$ cat config.mk
export PLATFORM = sky130hd
export DESIGN_NAME = updown_mod_counter
export DESIGN_NICKNAME = d
export VERILOG_FILES = /design/src/rtl/counter_pkg.sv /design/src/rtl/updown_mod_counter.sv
export SDC_FILE = /design/constraint.sdc
export NUM_CORES = 1
export LEC_CHECK = 0
export ABC_CLOCK_PERIOD_IN_PS = 3400
export CORE_AREA = 4 4 41 43
export DETAILED_ROUTE_END_ITERATION = 8
export DIE_AREA = 0 0 45 47
export SKIP_LAST_GASP = 1
export SLEW_MARGIN = 0
export SYNTH_ARGS = -nofsm -noshare
export SYNTH_HDL_FRONTEND = slang
export SYNTH_SLANG_ARGS = --single-unit
$ cat constraint.sdc
create_clock -name clk -period 3.4 [get_ports clk]
set_input_delay 0.34 -clock clk [delete_from_list [all_inputs] [get_ports clk]]
set_output_delay 0.34 -clock clk [all_outputs]
set_load 0.01 [all_outputs]
$ cat src/rtl/counter_pkg.sv
// Shared counter definitions: direction/mode encodings and the next-value function
// used by every counter variant. Values are carried in a 64-bit container.
package counter_pkg;

    localparam logic DIR_UP    = 1'b1;
    localparam logic DIR_DOWN  = 1'b0;

    localparam int   MODE_WRAP = 0;
    localparam int   MODE_SAT  = 1;

    // Counters may be at most CNT_W-1 bits, so the arithmetic always has a spare top bit.
    localparam int   CNT_W     = 64;

    typedef logic [CNT_W-1:0] cnt_t;

    typedef struct packed {
        cnt_t val;
        logic bnd;
    } next_t;

    function automatic next_t next_count(input cnt_t cur, input logic up, input cnt_t max,
                                         input logic sat);
        next_t r;
        r.bnd = 1'b0;
        r.val = cur;
        if (up == DIR_DOWN) begin
            if (cur == '0) begin
                r.bnd = 1'b1;
                r.val = sat ? '0 : max;
            end else begin
                r.val = cur - cnt_t'(1);
            end
        end else begin
            if (cur >= max) begin
                r.bnd = 1'b1;
                r.val = sat ? max : '0;
            end else begin
                r.val = cur + cnt_t'(1);
            end
        end
        return r;
    endfunction

endpackage

$ cat src/rtl/updown_mod_counter.sv
// Up/down modulo counter with load, wrap/saturate, terminal-count pulse and sticky ovf/udf.
// One cycle latency from any input to every (registered) output.
module updown_mod_counter
    import counter_pkg::*;
#(
    parameter int              WIDTH     = 4,
    parameter longint unsigned MAX_COUNT = (64'd1 << WIDTH) - 64'd1,
    parameter int              SATURATE  = 0
) (
    input  logic             clk,
    input  logic             reset,
    input  logic             en,
    input  logic             up_dn,
    input  logic             load,
    input  logic [WIDTH-1:0] load_val,
    input  logic             clr_flags,
    output logic [WIDTH-1:0] count,
    output logic             tc,
    output logic             ovf,
    output logic             udf
);

    if (WIDTH < 1 || WIDTH > CNT_W - 1 || MAX_COUNT < 64'd1 ||
        MAX_COUNT > (64'd1 << WIDTH) - 64'd1 ||
        (SATURATE != MODE_WRAP && SATURATE != MODE_SAT)) begin : g_param_check
        $fatal(1, "updown_mod_counter: illegal WIDTH/MAX_COUNT/SATURATE");
    end

    localparam cnt_t             MAX_C  = cnt_t'(MAX_COUNT);
    localparam logic [WIDTH-1:0] MAX_W  = MAX_C[WIDTH-1:0];
    localparam logic             SAT_EN = (SATURATE != MODE_WRAP);

    logic [WIDTH-1:0] count_q, count_d;
    logic             tc_q, tc_d;
    logic             ovf_q, ovf_d;
    logic             udf_q, udf_d;
    logic             set_ovf, set_udf;
    next_t            nc;
    cnt_t             unused_hi;

    assign unused_hi = nc.val >> WIDTH;

    always_comb begin
        nc      = next_count(cnt_t'(count_q), up_dn == DIR_UP, MAX_C, SAT_EN);
        count_d = count_q;
        tc_d    = 1'b0;
        set_ovf = 1'b0;
        set_udf = 1'b0;
        if (load) begin
            count_d = (cnt_t'(load_val) > MAX_C) ? MAX_W : load_val;
        end else if (en) begin
            count_d = nc.val[WIDTH-1:0];
            tc_d    = nc.bnd;
            set_ovf = nc.bnd & (up_dn == DIR_UP);
            set_udf = nc.bnd & (up_dn != DIR_UP);
        end
        // A boundary event in the same cycle as a clear leaves the flag set.
        ovf_d = (ovf_q & ~clr_flags) | set_ovf;
        udf_d = (udf_q & ~clr_flags) | set_udf;
    end

    always_ff @(posedge clk) begin
        if (reset) begin
            count_q <= '0;
            tc_q    <= 1'b0;
            ovf_q   <= 1'b0;
            udf_q   <= 1'b0;
        end else begin
            count_q <= count_d;
            tc_q    <= tc_d;
            ovf_q   <= ovf_d;
            udf_q   <= udf_d;
        end
    end

    assign count = count_q;
    assign tc    = tc_q;
    assign ovf   = ovf_q;
    assign udf   = udf_q;

endmodule

==> impl_metrics.csv, run 1 <==
group,metric,value,unit
synthesis,yosysSeqAreaShare,34.7,%
power_and_ir_drop,switching_share,28.0,%
cts,postCtsHoldBufs,0,
synthesis,netlist_instances,51,
power_and_ir_drop,power,224,µW
timing,fin_crit_sh,48.1,%
grt,grt_pass1_wl,1660,µm
power_and_ir_drop,peakVddDrop,0.000225,V
cts,clk_pin_slew_worst_paths,0.06,ns
cells_and_area,area_delta_synth_final,49.5,%
cells_and_area,multi_input_area,248,µm²
floorplanning,die_y,47,µm
synthesis,syn_area,404,µm²
critical_path,worstPathCellList,"clkdlybuf4s50_1",
route,vias,421,
cts,cts.sinks,7,
cells_and_area,layout-drive-gt1-share,4.29,%
grt,gr-total-overflow,0,
cts,clk_path_buf_depth,2,
timing,rsz0062_at_grt,"no",
timing,fin_skew,0.00950,ns
route,drtAntennaViolNets,0,
power_and_ir_drop,p_per_area,370,nW/µm²
route,wl_per_cell,11.6,µm
timing,period_minus_slack,1.64,ns
cells_and_area,fin_nets,83,
cells_and_area,n_antenna_cell,0,
cts,insertion_delay,0.26,ns
placed_design,place_inst,81,
cells_and_area,seq_area,140,µm²
cts,cts_root_buffer,"clkbuf_4",
critical_path,max_stage_delay,0.58,ns
critical_path,worstPathArrival,1.30,ns
synthesis,syn_area_per_cell,7.92,µm²
power_and_ir_drop,switchingPower,62.7,µW
critical_path,timing.critical_path.slowest_stage_cell,"clkdlybuf4s50_1",
synthesis,yosys_warnings,0,
cts,tritoncts,"built",
critical_path,start_kind,"flip-flop",
cts,cts_htree_levels,1,
power_and_ir_drop,internal_power,161,µW
grt,first_global_vias,405,
critical_path,critPathKind,"reg -> out",
placed_design,gp_congestion,0.829,
route,first_pass_iters,4,
route,remaining_drc_errors,0,
floorplanning,rows,13,
critical_path,crit_family,"buffers and inverters",
synthesis,syn_nets,63,
critical_path,endpoint_kind,"output pin",
timing,maxSlewViolCount,0,
synthesis,yosysTopAreaCellShare,34.7,%
placed_design,place_ws,1.75,ns
route,initialDrtViolationCount,1,
timing,setup_viol,0,
cells_and_area,postLayoutCoreUtil,46.4,%
synthesis,yosys-top-cells-area,"dfxtp_1 (35%), a21oi_1 (7.4%), xor2_1 (6.5%), ha_1 (6.2%), nand2_1 (4.6%)",
min_path,hold_class,"reg -> reg",
power_and_ir_drop,clkPwrFrac,35.3,%
route,routed_via_density,4.95,
timing,tns,0,ns
floorplanning,dieArea,2120,µm²
power_and_ir_drop,leakagePower,0.000229,µW
placed_design,hpwlAfterDp,734,µm
timing,max_slew_margin,80.8,%
outcome,outcome,"completed",
cts,cts_resized,0,
cells_and_area,instances_no_fill,85,
route,drt_wl_total,985,µm
timing,finalHoldViolCount,0,
floorplanning,core-area,1300,µm²
grt,gr-usage-all-layers,11.2,%
synthesis,ys_seq_elements,7,
synthesis,synth_area_leader_cell,"dfxtp_1",
cells_and_area,fillers,139,
job,maxCapViolCount,0,
cts,postCtsSetupBuffers,0,
synthesis,ys_types,22,
cts,cts-buffers-inserted,3,
floorplanning,initial_utilization,31.1,%
timing,tightest_slew,0.285,ns
critical_path,critical_path_buf_inv_count,1,
floorplanning,ioPinCount,17,
grt,antenna_found_initial,0,
power_and_ir_drop,comb_power_share,22.7,%
power_and_ir_drop,power.share.sequential,41.9,%
critical_path,path_max_fanout,8,
timing,fmax,611,MHz
timing,layout_setup_ws,1.76,ns
critical_path,required,3.06,ns
floorplanning,die_x,45,µm
grt,grt_start_max_net_pins,9,
placed_design,numPortBuffers,16,
[cell usage in the layout (no fill, tap or decap), drive strengths merged, types with 2 or more instances in the layout]
| master | synthesis | final |
|---|---|---|
| a21oi | 6 | 6 |
| clkbuf | 0 | 4 |
| nor2 | 4 | 4 |
| clkdlybuf4s50 | 0 | 16 |
| nor2b | 3 | 3 |
| nand2b | 3 | 3 |
| nand2 | 5 | 5 |
| ha | 2 | 2 |
| dfxtp | 7 | 7 |
| inv | 3 | 3 |
| nor3 | 2 | 2 |
| xor2 | 3 | 3 |
| o21ai | 2 | 2 |
[power by group through the flow]
stage,logic [µW],registers (µW),clock network (µW)
after floorplan,23.5,96.2,0
after CTS,51.1,93.9,78.9
after detailed placement,50.7,95.4,0
after global routing,56.0,95.3,83.1
final,50.8,93.8,79.0
after global placement,50.5,95.5,0
[cells in the mapped netlist]
cell	number
dfxtp_1	7
a21oi_1	6
nand2_1	5
nor2_1	4
inv_1	3
nand2b_1	3
nor2b_1	3
xor2_1	3
ha_1	2
nor3_1	2
o21ai_0	2
a211oi_1	1
a311oi_1	1
and2_1	1
buf_2	1
mux2i_1	1
nand3_1	1
nand4_1	1
nand4b_1	1
o21a_1	1
o311ai_0	1
or3_1	1
[metrics by stage]
step | hold slack (ns) | area, µm²
finish | 0.469 | 604
global placement | 0.463 | 578
CTS | 0.476 | 604
floorplan | 0.409 | 404
global route | 0.528 | 604
detailed placement | 0.467 | 578
[cells by family after synthesis]
| group | count (synthesis) | share of synthesized area [%] |
|---|---|---|
| adder cells (fa/ha/maj) | 2 | 6.19 |
| multiplexers | 1 | 2.48 |
| AND/OR/NAND/NOR | 22 | 28.2 |
| XOR/XNOR | 3 | 6.50 |
| flip-flops | 7 | 34.7 |
| buffers and inverters | 4 | 4.02 |
| AO/OA/AOI/OAI | 12 | 18.0 |
[per-layer routing]
metal / global-route usage [%] / routed length [µm]
met5: 0 / 0
met2: 18.6 / 461
met4: 7.02 / 21
met3: 3.45 / 72
met1: 12.4 / 430
[final cells by class]
type                            count  share of cell area (%)
Clock buffer                        4                    4.35
Inverter                            3                    1.86
Multi-Input combinational cell     40                    41.0
Sequential cell                     7                    23.2
Tap cell                           15                    3.11
Timing Repair Buffer               16                    26.5
[path summary, 6_finish.rpt]
kind / cells past startpoint / to / startpoint / slack [ns]
worst min-delay path: 2 / ovf / ovf / 0.47
worst min register to register: 2 / ovf / ovf / 0.47
worst max register to register: 5 / count[3] / count[0] / 1.88
worst max-delay path: 1 / count[3] / count[3] / 1.76
[sequential cells by signal, summed over array words and instances (netlist names)]
name and flops:
udf 1, ovf 1, tc 1, count 4
[worst reg2reg max path, stage by stage (launching register included)]
cell      delay [ns]
dfxtp_1         0.44
inv_1           0.09
ha_1            0.21
or3_1           0.34
a311oi_1        0.28
nor2_1          0.07
Note: power is estimated with default switching activity, not from simulation.
==> inputs of run 2 (changes only) <==
--- a/config.mk
+++ b/config.mk
@@ -5,7 +5,7 @@
 export SDC_FILE = /design/constraint.sdc
 export NUM_CORES = 1
 export LEC_CHECK = 0
-export ABC_CLOCK_PERIOD_IN_PS = 3400
+export ABC_CLOCK_PERIOD_IN_PS = 1500
 export CORE_AREA = 4 4 41 43
 export DETAILED_ROUTE_END_ITERATION = 8
 export DIE_AREA = 0 0 45 47
==> constraint.sdc (replaced) <==
create_clock -name clk -period 1.5 [get_ports clk]
set_input_delay 0.15 -clock clk [delete_from_list [all_inputs] [get_ports clk]]
set_output_delay 0.15 -clock clk [all_outputs]
set_load 0.01 [all_outputs]
==> impl_metrics.csv, run 2 (synthesis results as in run 1) <==
group,metric,value,unit
timing,finalHoldViolCount,0,
cts,postCtsSetupBuffers,0,
route,first_pass_iters,3,
floorplanning,ioPinCount,17,
power_and_ir_drop,p_per_area,780,nW/µm²
timing,fin_crit_sh,94.9,%
job,maxCapViolCount,0,
timing,tightest_slew,0.284,ns
power_and_ir_drop,power,513,µW
route,drt_wl_total,949,µm
cells_and_area,largest_reg_flops,4,
cells_and_area,fillers,140,
cts,cts.sinks,7,
timing,tns,0,ns
grt,grt_start_max_net_pins,9,
grt,gr-total-overflow,0,
route,vias,428,
critical_path,endpoint_kind,"output pin",
floorplanning,die_y,47,µm
route,initialDrtViolationCount,6,
critical_path,crit_family,"buffers and inverters",
cts,postCtsHoldBufs,0,
critical_path,start_kind,"flip-flop",
critical_path,required,1.35,ns
critical_path,critPathKind,"reg -> out",
min_path,hold_class,"in -> reg",
critical_path,worstPathCellList,"clkdlybuf4s50_1",
critical_path,path_max_fanout,7,
route,drtAntennaViolNets,0,
cells_and_area,layout-drive-gt1-share,14.3,%
cts,clk_pin_slew_worst_paths,0.05,ns
cells_and_area,layout.cells.most_common_list,"clkdlybuf4s50_1 (16), buf_4 (7), a21oi_1 (6), dfxtp_1 (6), nand2_1 (5)",
timing,setup_viol,0,
outcome,outcome,"completed",
timing,fmax,703,MHz
timing,period_minus_slack,1.42,ns
route,remaining_drc_errors,0,
cts,cts_htree_levels,1,
grt,first_global_vias,375,
cells_and_area,fin_nets,90,
cts,tritoncts,"built",
placed_design,hpwlAfterDp,789,µm
placed_design,place_inst,88,
route,wl_per_cell,10.3,µm
cts,cts_resized,0,
timing,timing.hold.ws,0.444,ns
floorplanning,rows,13,
cells_and_area,instances_no_fill,92,
cts,clk_path_buf_depth,2,
placed_design,numPortBuffers,16,
timing,fin_skew,0.00195,ns
route,routed_via_density,4.65,
cells_and_area,n_antenna_cell,0,
cells_and_area,postLayoutCoreUtil,50.6,%
critical_path,regToRegSetupSlack,0.13,ns
cells_and_area,layout_commonest_cell,"clkdlybuf4s50_1",
placed_design,gp_congestion,0.824,
floorplanning,die_x,45,µm
timing,max_slew_margin,80.9,%
grt,gr-usage-all-layers,10.5,%
grt,grt_pass1_wl,1560,µm
floorplanning,dieArea,2120,µm²
cts,cts-buffers-inserted,3,
grt,antenna_found_initial,0,
cells_and_area,area_delta_synth_final,62.8,%
timing,maxSlewViolCount,0,
power_and_ir_drop,leakagePower,0.000264,µW
floorplanning,initial_utilization,31.1,%
critical_path,timing.critical_path.slowest_stage_cell,"clkdlybuf4s50_1",
cts,cts_root_buffer,"clkbuf_4",
floorplanning,core-area,1300,µm²
cts,insertion_delay,0.25,ns
critical_path,worstPathArrival,1.27,ns
power_and_ir_drop,peakVddDrop,0.000503,V
timing,rsz0062_at_grt,"no",
critical_path,critical_path_buf_inv_count,1,
critical_path,max_stage_delay,0.58,ns
## run 2: cell count changes in the layout (fill, tap and decap cells not counted)
cell | before | now
buf_4 | 0 | 7
dfxtp_1 | 7 | 6
o21ai_1 | 0 | 1
o21ai_0 | 2 | 1
dfxtp_2 | 0 | 1
## run 2: path summary, 6_finish.rpt
path                from        to  cells after the start
max             count[2]  count[2]                      1
min          load_val[0]  count[0]                      3
max reg2reg     count[0]  count[3]                      5
min reg2reg          ovf       ovf                      2
## run 2: area by class of cell
type	instances	area, µm²	share of cell area (%)
clock buffer	4	26.3	3.99
tap	15	18.8	2.85
timing repair buffer	23	213	32.3
inverter	3	11.3	1.71
sequential	7	141	21.5
multi-input combinational	40	248	37.6
## run 2: metal layers
layer,vias to the layer above,GRT usage [%],routed length (µm)
met3,2,4.60,55
met1,180,12.1,427
met2,12,16.7,454
li1,234,-,-
met4,0,5.26,10
met5,-,0,0
## run 2: through the flow
step	worst slack [ns]	area, µm²
detailed placement	0.0869	631
global route	0.00659	658
finish	0.0772	658
CTS	0.0583	657
global placement	0.0493	631
floorplan	0.0209	404
## run 2: power breakdown
| part | switching (µW) | total (µW) | internal [µW] |
|---|---|---|---|
| Combinational | 54.6 | 135 | 80.4 |
| Clock | 67.8 | 169 | 101 |
| Sequential | 12.0 | 209 | 197 |
| Total | 134 | 513 | 379 |
==> inputs of run 3 (changes only) <==
--- a/config.mk
+++ b/config.mk
@@ -6,9 +6,12 @@
 export NUM_CORES = 1
 export LEC_CHECK = 0
 export ABC_CLOCK_PERIOD_IN_PS = 1500
-export CORE_AREA = 4 4 41 43
+export CELL_PAD_IN_SITES_DETAIL_PLACEMENT = 0
+export CELL_PAD_IN_SITES_GLOBAL_PLACEMENT = 1
+export CORE_MARGIN = 10
+export CORE_UTILIZATION = 24
 export DETAILED_ROUTE_END_ITERATION = 8
-export DIE_AREA = 0 0 45 47
+export PLACE_DENSITY_LB_ADDON = 0.1
 export SKIP_LAST_GASP = 1
 export SLEW_MARGIN = 0
 export SYNTH_ARGS = -nofsm -noshare
==> impl_metrics.csv, run 3 (synthesis results as in run 1) <==
group,metric,value,unit
job,maxCapViolCount,0,
critical_path,required,1.35,ns
timing,setup_viol,0,
floorplanning,core-area,1540,µm²
grt,antenna_found_initial,0,
timing,maxSlewViolCount,0,
floorplanning,ioPinCount,17,
route,remaining_drc_errors,0,
cells_and_area,layout-drive-gt1-share,14.5,%
grt,first_global_vias,457,
placed_design,hpwlAfterDp,942,µm
critical_path,worstPathArrival,1.30,ns
cts,postCtsHoldBufs,0,
cts,postCtsSetupBuffers,0,
grt,grt_start_max_net_pins,9,
grt,gr-total-overflow,0,
floorplanning,rows,14,
route,wl_per_cell,12.8,µm
min_path,hold_start,"load_val[0]",
timing,tightest_slew,0.297,ns
cells_and_area,largest_reg_flops,4,
cells_and_area,fillers,171,
placed_design,numPortBuffers,16,
cells_and_area,layout_commonest_cell,"clkdlybuf4s50_1",
floorplanning,initial_utilization,26.2,%
timing,tns,0,ns
timing,finalHoldViolCount,0,
critical_path,timing.critical_path.slowest_stage_cell,"clkdlybuf4s50_1",
cts,clk_path_buf_depth,2,
cts,cts.sinks,7,
floorplanning,die_x,61.0,µm
route,vias,425,
cells_and_area,area_delta_synth_final,61.6,%
cells_and_area,n_antenna_cell,0,
timing,max_slew_margin,80.0,%
floorplanning,die_y,61.0,µm
route,routed_via_density,4.62,
critical_path,r2r_start,"count[0]",
power_and_ir_drop,leakagePower,0.000262,µW
cts,cts_htree_levels,1,
critical_path,path_max_fanout,7,
cts,tritoncts,"built",
grt,grt_pass1_wl,1920,µm
cts,clk_pin_slew_worst_paths,0.06,ns
grt,gr-usage-all-layers,6.88,%
route,drtAntennaViolNets,0,
cts,cts_resized,0,
placed_design,gp_congestion,0.721,
power_and_ir_drop,peakVddDrop,0.000413,V
timing,fmax,690,MHz
critical_path,crit_family,"buffers and inverters",
power_and_ir_drop,p_per_area,807,nW/µm²
critical_path,critPathKind,"reg -> out",
critical_path,crit_start,"count[2]",
min_path,hold_class,"in -> reg",
critical_path,start_kind,"flip-flop",
critical_path,endpoint_kind,"output pin",
timing,rsz0062_at_grt,"no",
route,drt_wl_total,1170,µm
critical_path,worstPathCellList,"clkdlybuf4s50_1",
critical_path,critical_path_buf_inv_count,1,
outcome,outcome,"completed",
route,initialDrtViolationCount,3,
critical_path,max_stage_delay,0.59,ns
cts,cts-buffers-inserted,3,
timing,fin_crit_sh,96.7,%
route,first_pass_iters,3,
floorplanning,dieArea,3730,µm²
cts,insertion_delay,0.26,ns
timing,period_minus_slack,1.45,ns
cts,cts_root_buffer,"clkbuf_4",
cells_and_area,fin_nets,89,
timing,timing.hold.ws,0.440,ns
cells_and_area,layout.cells.most_common_list,"clkdlybuf4s50_1 (16), a21oi_1 (6), dfxtp_1 (6), buf_4 (6), nand2_1 (5)",
timing,fin_skew,0.00388,ns
==> run 3: cell types whose count changed in the layout (fill, tap and decap cells not counted), sizes merged <==
cell	change
buf	-1
clkbuf	-1
clkinv	+1
==> run 3: report_power, final <==
part / switching [µW] / internal [µW]
logic: 57.0 / 78.9
registers: 12.1 / 197
clock network: 84.1 / 98.2
==> run 3: final cells by class <==
type | instances | area, µm² | area share, %
clock buffer | 3 | 22.5 | 3.45
clock inverter | 1 | 5.00 | 0.766
inverter | 3 | 11.3 | 1.72
tap | 16 | 20.0 | 3.07
sequential | 7 | 141 | 21.6
timing repair buffer | 22 | 205 | 31.4
multi-input combinational | 40 | 248 | 37.9
==> run 3: worst paths after layout <==
| check | end | slack [ns] | cells past startpoint |
|---|---|---|---|
| min reg2reg | udf | 0.47 | 2 |
| max | count[2] | 0.05 | 1 |
| min | count[0] | 0.44 | 3 |
| max reg2reg | count[3] | 0.09 | 5 |
==> run 3: per-layer routing <==
layer | wire length (µm) | up-vias | GRT usage (%)
met3 | 159 | 2 | 3.91
li1 | - | 227 | -
met5 | 0 | - | 0
met1 | 546 | 179 | 8.05
met2 | 451 | 17 | 9.22
met4 | 17 | 0 | 4.70
==> run 3: stage by stage <==
stage	std cells	setup slack, ns	power, µW	instance area, µm²	utilization, %
after detailed placement	88	0.0707	348	624	40.5
after floorplan	51	0.0209	271	404	-
after global placement	88	0.0366	349	624	40.5
after global routing	92	0.00752	560	653	42.4
final	92	0.0499	527	653	42.4
after CTS	92	0.0311	533	652	42.3
==> edit 1, RTL diff (config.mk and constraints of run 2) <==
Register the inputs `en`, `up_dn`, `load`, `load_val` and `clr_flags` before use. The logic sees them one clock later.
--- a/src/rtl/updown_mod_counter.sv
+++ b/src/rtl/updown_mod_counter.sv
@@ -20,6 +20,20 @@
     output logic             udf
 );
 
+    logic en_q;
+    logic up_dn_q;
+    logic load_q;
+    logic [WIDTH-1:0] load_val_q;
+    logic clr_flags_q;
+
+    always_ff @(posedge clk) begin
+        en_q        <= en;
+        up_dn_q     <= up_dn;
+        load_q      <= load;
+        load_val_q  <= load_val;
+        clr_flags_q <= clr_flags;
+    end
+
     if (WIDTH < 1 || WIDTH > CNT_W - 1 || MAX_COUNT < 64'd1 ||
         MAX_COUNT > (64'd1 << WIDTH) - 64'd1 ||
         (SATURATE != MODE_WRAP && SATURATE != MODE_SAT)) begin : g_param_check
@@ -41,22 +55,22 @@
     assign unused_hi = nc.val >> WIDTH;
 
     always_comb begin
-        nc      = next_count(cnt_t'(count_q), up_dn == DIR_UP, MAX_C, SAT_EN);
+        nc      = next_count(cnt_t'(count_q), up_dn_q == DIR_UP, MAX_C, SAT_EN);
         count_d = count_q;
         tc_d    = 1'b0;
         set_ovf = 1'b0;
         set_udf = 1'b0;
-        if (load) begin
-            count_d = (cnt_t'(load_val) > MAX_C) ? MAX_W : load_val;
-        end else if (en) begin
+        if (load_q) begin
+            count_d = (cnt_t'(load_val_q) > MAX_C) ? MAX_W : load_val_q;
+        end else if (en_q) begin
             count_d = nc.val[WIDTH-1:0];
             tc_d    = nc.bnd;
-            set_ovf = nc.bnd & (up_dn == DIR_UP);
-            set_udf = nc.bnd & (up_dn != DIR_UP);
+            set_ovf = nc.bnd & (up_dn_q == DIR_UP);
+            set_udf = nc.bnd & (up_dn_q != DIR_UP);
         end
         // A boundary event in the same cycle as a clear leaves the flag set.
-        ovf_d = (ovf_q & ~clr_flags) | set_ovf;
-        udf_d = (udf_q & ~clr_flags) | set_udf;
+        ovf_d = (ovf_q & ~clr_flags_q) | set_ovf;
+        udf_d = (udf_q & ~clr_flags_q) | set_udf;
     end
 
     always_ff @(posedge clk) begin
Behaviour: not the same (Yosys sat finds a counterexample within 4 cycles, from zero or initial values and one cycle with reset high).
==> edit 1 against run 2 <==
- wire length up 8.5%
- critical path type unchanged
- first-iteration DRC count down 83%
- setup slack improved by 2.3 ps
- synthesized area increased by 46%
- power is 56% higher
- global-route usage increased by 1.7 points
- core utilization grew 12 points
- worst hold slack worse by 140 ps
- design area is 24% higher
- sequential cell count is 8 higher
==> edit 1: results (changes against run 2) <==
outcome: "finished, final reports clean"  # unchanged
synth_xor_area_frac: 0.0445  # was 0.0650
vias: 465  # was 428
yosysWarnings: 0  # unchanged
async_reset_ff_frac: 0  # unchanged
grt_use_total: 0.122  # was 0.105
drt-met1-wl_um: 476  # was 427 um
route.met2.wl_um: 475  # was 454 um
synth.distinct_cells: 26  # was 22
yosysSeqAreaShare: 0.508  # was 0.347
dr.pass1.iters: 2  # was 3
place_area_um2: 785  # was 631 um^2
flops_and_latches: 15  # was 7
fill_cells: 115  # was 140
drv_slew: 0  # unchanged
inverters_excl_clock: 4  # was 3
synth-edff-count: 0  # unchanged
wl_per_cell_um: 10.6  # was 10.3 um
clk_path_buf_depth: 2  # unchanged
ir_drop_uv: 663  # was 503 uV
path_clk_slew_ps: 100  # was 50 ps
routabilityCongestion: 0.710  # was 0.824
arrival_ps: 1270  # about the same
grt_pass1_wl_um: 1840  # was 1560 um
dp_worst_setup_slack_ps: 93.0  # was 86.9 ps
drt_iter0_drc: 1  # was 6
crit_fanout: 5  # was 7
leakagePower_nw: 0.332  # was 0.264 nW
synthMuxAreaShare: 0.0169  # was 0.0248
slew_headroom: 0.807  # was 0.809
multi_input_area_um2: 258  # was 248 um^2
clock_latency_ps: 280  # was 250 ps
clkCellAreaFrac: 0.0336  # was 0.0399
wl_met3_um: 65  # was 55 um
nMultiInputCombCells: 39  # was 40
grt_max_degree: 11  # was 9
synthTopCellsByCount: "dfxtp_1, a21oi_1, nor2_1"  # was dfxtp_1, a21oi_1, nand2_1
synthAdderAreaFrac: 0.0424  # was 0.0619
final_nets: 95  # was 90
syn_area_per_cell_um2: 9.84  # was 7.92 um^2
drive_above_1_share: 0.183  # was 0.143
dp.cells: 93  # was 88
finalClockSkew_ps: 10.1  # was 1.95 ps
root_buffer: "clkbuf_4"  # unchanged
synth_nets: 72  # was 63
comb_power_uw: 131  # was 135 uW
n_all_buffers: 20  # was 23
dp_hpwl_um: 809  # was 789 um
seq_share: 0.372  # was 0.215
p_total_uw: 800  # was 513 uW
synth_area_leaders: "dfxtp_1, a21oi_1, xnor2_1"  # was dfxtp_1, a21oi_1, xor2_1
p_switching_uw: 199  # was 134 uW
nonClkBufAreaFrac: 0.235  # was 0.323
viasPerCell: 4.79  # was 4.65
synth_compound_area_frac: 0.155  # was 0.180
hold_path_class: "in -> reg"  # unchanged
design_area_um2: 818  # was 658 um^2
grt_pass1_vias: 440  # was 375
clkbuf_count: 3  # was 4
seq-power_uw: 440  # was 209 uW
edit 1: changes by cell type after synthesis, sizes merged, moves of 2 or more:
cell | before | now
nand2 | 5 | 1
nor3 | 2 | 0
xor2 | 3 | 0
dfxtp | 7 | 15
o21ai | 2 | 4
xnor2 | 0 | 3
edit 1: layer usage:
layer	vias up	global-route usage
li1	251	-
met1	201	0.146
met2	11	0.215
met3	2	0.0230
met4	0	0.0526
met5	-	0
edit 1: what timing repair did:
item | 4_1_cts | 5_1_grt
hold buffers | 0 | 0
setup endpoints to repair | 0 | 6
resized for setup | 0 | 4
edit 1: path summary, 6_finish.rpt:
| path | depth (start not counted) | slack (ps) | to | from |
|---|---|---|---|---|
| min | 1 | 300 | load_val_q[3] | load_val[3] |
| max reg2reg | 4 | 180 | count[3] | count[0] |
| max | 2 | 80 | count[2] | count[2] |
| min reg2reg | 2 | 470 | count[0] | load_val_q[0] |
edit 1: worst max-delay path: stages, from the launching register on:
cell             delay, ps
dfxtp_2                340
buf_4                  130
clkdlybuf4s50_1        530
==> edit 2, RTL diff (flow settings as in run 2) <==
Made on the original files. The parameter `SATURATE` goes from 0 to 1.
--- a/src/rtl/updown_mod_counter.sv
+++ b/src/rtl/updown_mod_counter.sv
@@ -5,7 +5,7 @@
 #(
     parameter int              WIDTH     = 4,
     parameter longint unsigned MAX_COUNT = (64'd1 << WIDTH) - 64'd1,
-    parameter int              SATURATE  = 0
+    parameter int              SATURATE  = 1
 ) (
     input  logic             clk,
     input  logic             reset,
Check against the original RTL: not equivalent (Yosys sat finds a counterexample within 4 cycles, from zero or initial values and one cycle with reset high).
==> edit 2 against run 2 <==
- design area up 15%
- sequential cell count is the same
- sequential share of layout area fell by 2.7 points
- power is 5.2% higher
- cell count grew 14%
- wire length grew 34%
- synthesized area up 21%
- combinational power up 16%
- setup slack worse by 13 ps
- critical path type unchanged
- largest cell class unchanged
- largest power group unchanged
- highest routed layer is now met3
==> edit 2: results (changes against run 2) <==
outcome: "finished, final reports clean"  # unchanged
synth.distinct_cells: 27  # was 22
synthAdderAreaFrac: 0.0769  # was 0.0619
rrSetupSlack_ps: 210  # was 130 ps
dp_hpwl_um: 986  # was 789 um
synth_xor_area_frac: 0  # was 0.0650
worst_pin_slew_ps: 316  # was 284 ps
hold_path_class: "reg -> reg"  # was in -> reg
whs_ps: 468  # was 444 ps
dp_worst_setup_slack_ps: 23.2  # was 86.9 ps
min_to: "ovf"  # was count[0]
wl_per_cell_um: 12.1  # was 10.3 um
drt_iter0_drc: 3  # was 6
grt_max_degree: 11  # was 9
critPathMaxStageDelay_ps: 540  # was 580 ps
dp.cells: 101  # was 88
final_nets: 104  # was 90
grt_pass1_wl_um: 2110  # was 1560 um
routabilityCongestion: 0.791  # was 0.824
ir_drop_uv: 435  # was 503 uV
synth_nets: 76  # was 63
drive_above_1_share: 0.222  # was 0.143
synthMuxAreaShare: 0.0205  # was 0.0248
r2r-end: "count[1]"  # was count[3]
place_area_um2: 722  # was 631 um^2
syn_area_per_cell_um2: 7.75  # was 7.92 um^2
vias: 532  # was 428
fin_cells: 105  # was 92
rr_worst_depth: 6  # was 5
synth_area_leaders: "dfxtp_1, a21oi_1, ha_1"  # was dfxtp_1, a21oi_1, xor2_1
synth_compound_area_frac: 0.254  # was 0.180
grt_use_total: 0.139  # was 0.105
finalClockSkew_ps: 2.67  # was 1.95 ps
arrival_ps: 1290  # was 1270 ps
min_path_cells: 2  # was 3
leakagePower_nw: 0.326  # was 0.264 nW
edit 2: cell type report:
| cell class | instances | area [um^2] |
|---|---|---|
| Clock buffer | 4 | 26.3 |
| Fill cell | 134 | 543 |
| Inverter | 4 | 15.0 |
| Multi-Input combinational cell | 49 | 318 |
| Sequential cell | 7 | 143 |
| Tap cell | 15 | 18.8 |
| Timing Repair Buffer | 26 | 238 |
edit 2: timing repair:
action | 4_1_cts | 5_1_grt
gates resized for setup | 1 | 3
endpoints found under the setup margin | 1 | 3
endpoints found under the hold margin | 0 | 0
hold buffers | 0 | 0
edit 2: how the worst max path moves through the flow:
| stage | start | slack (ps) | cells after the start | end |
|---|---|---|---|---|
| 4_1_cts | count[3] | 20 | 1 | count[3] |
| 5_1_grt | count[0] | 7 | 2 | count[0] |
| 3_5_place_dp | up_dn | 20 | 5 | count[2] |
| 2_1_floorplan | count[1] | 70 | 5 | count[2] |
| 3_3_place_gp | up_dn | 1 | 5 | count[2] |
| 6_report | count[0] | 60 | 2 | count[0] |
edit 2: report_power, final:
group	leakage (nW)	internal [mW]	switching [mW]
clock	0.0150	0.102	0.0709
combinational	0.253	0.0874	0.0694
sequential	0.0581	0.197	0.0139
edit 2: layer usage:
| layer | wire (um) | up-vias | global-route usage |
|---|---|---|---|
| li1 | - | 284 | - |
| met1 | 607 | 234 | 0.183 |
| met2 | 571 | 14 | 0.220 |
| met3 | 88 | 0 | 0.0575 |
| met4 | 0 | 0 | 0.0175 |
| met5 | 0 | - | 0 |
edit 2: worst register-to-register path, delay by kind of cell (launching register included):
family          cells  cell delay, ps
flops               1             350
compound gates      2             290
fa+ha+maj           1             240
mux                 1             130
buf+inv             1             100
simple gates        1              90
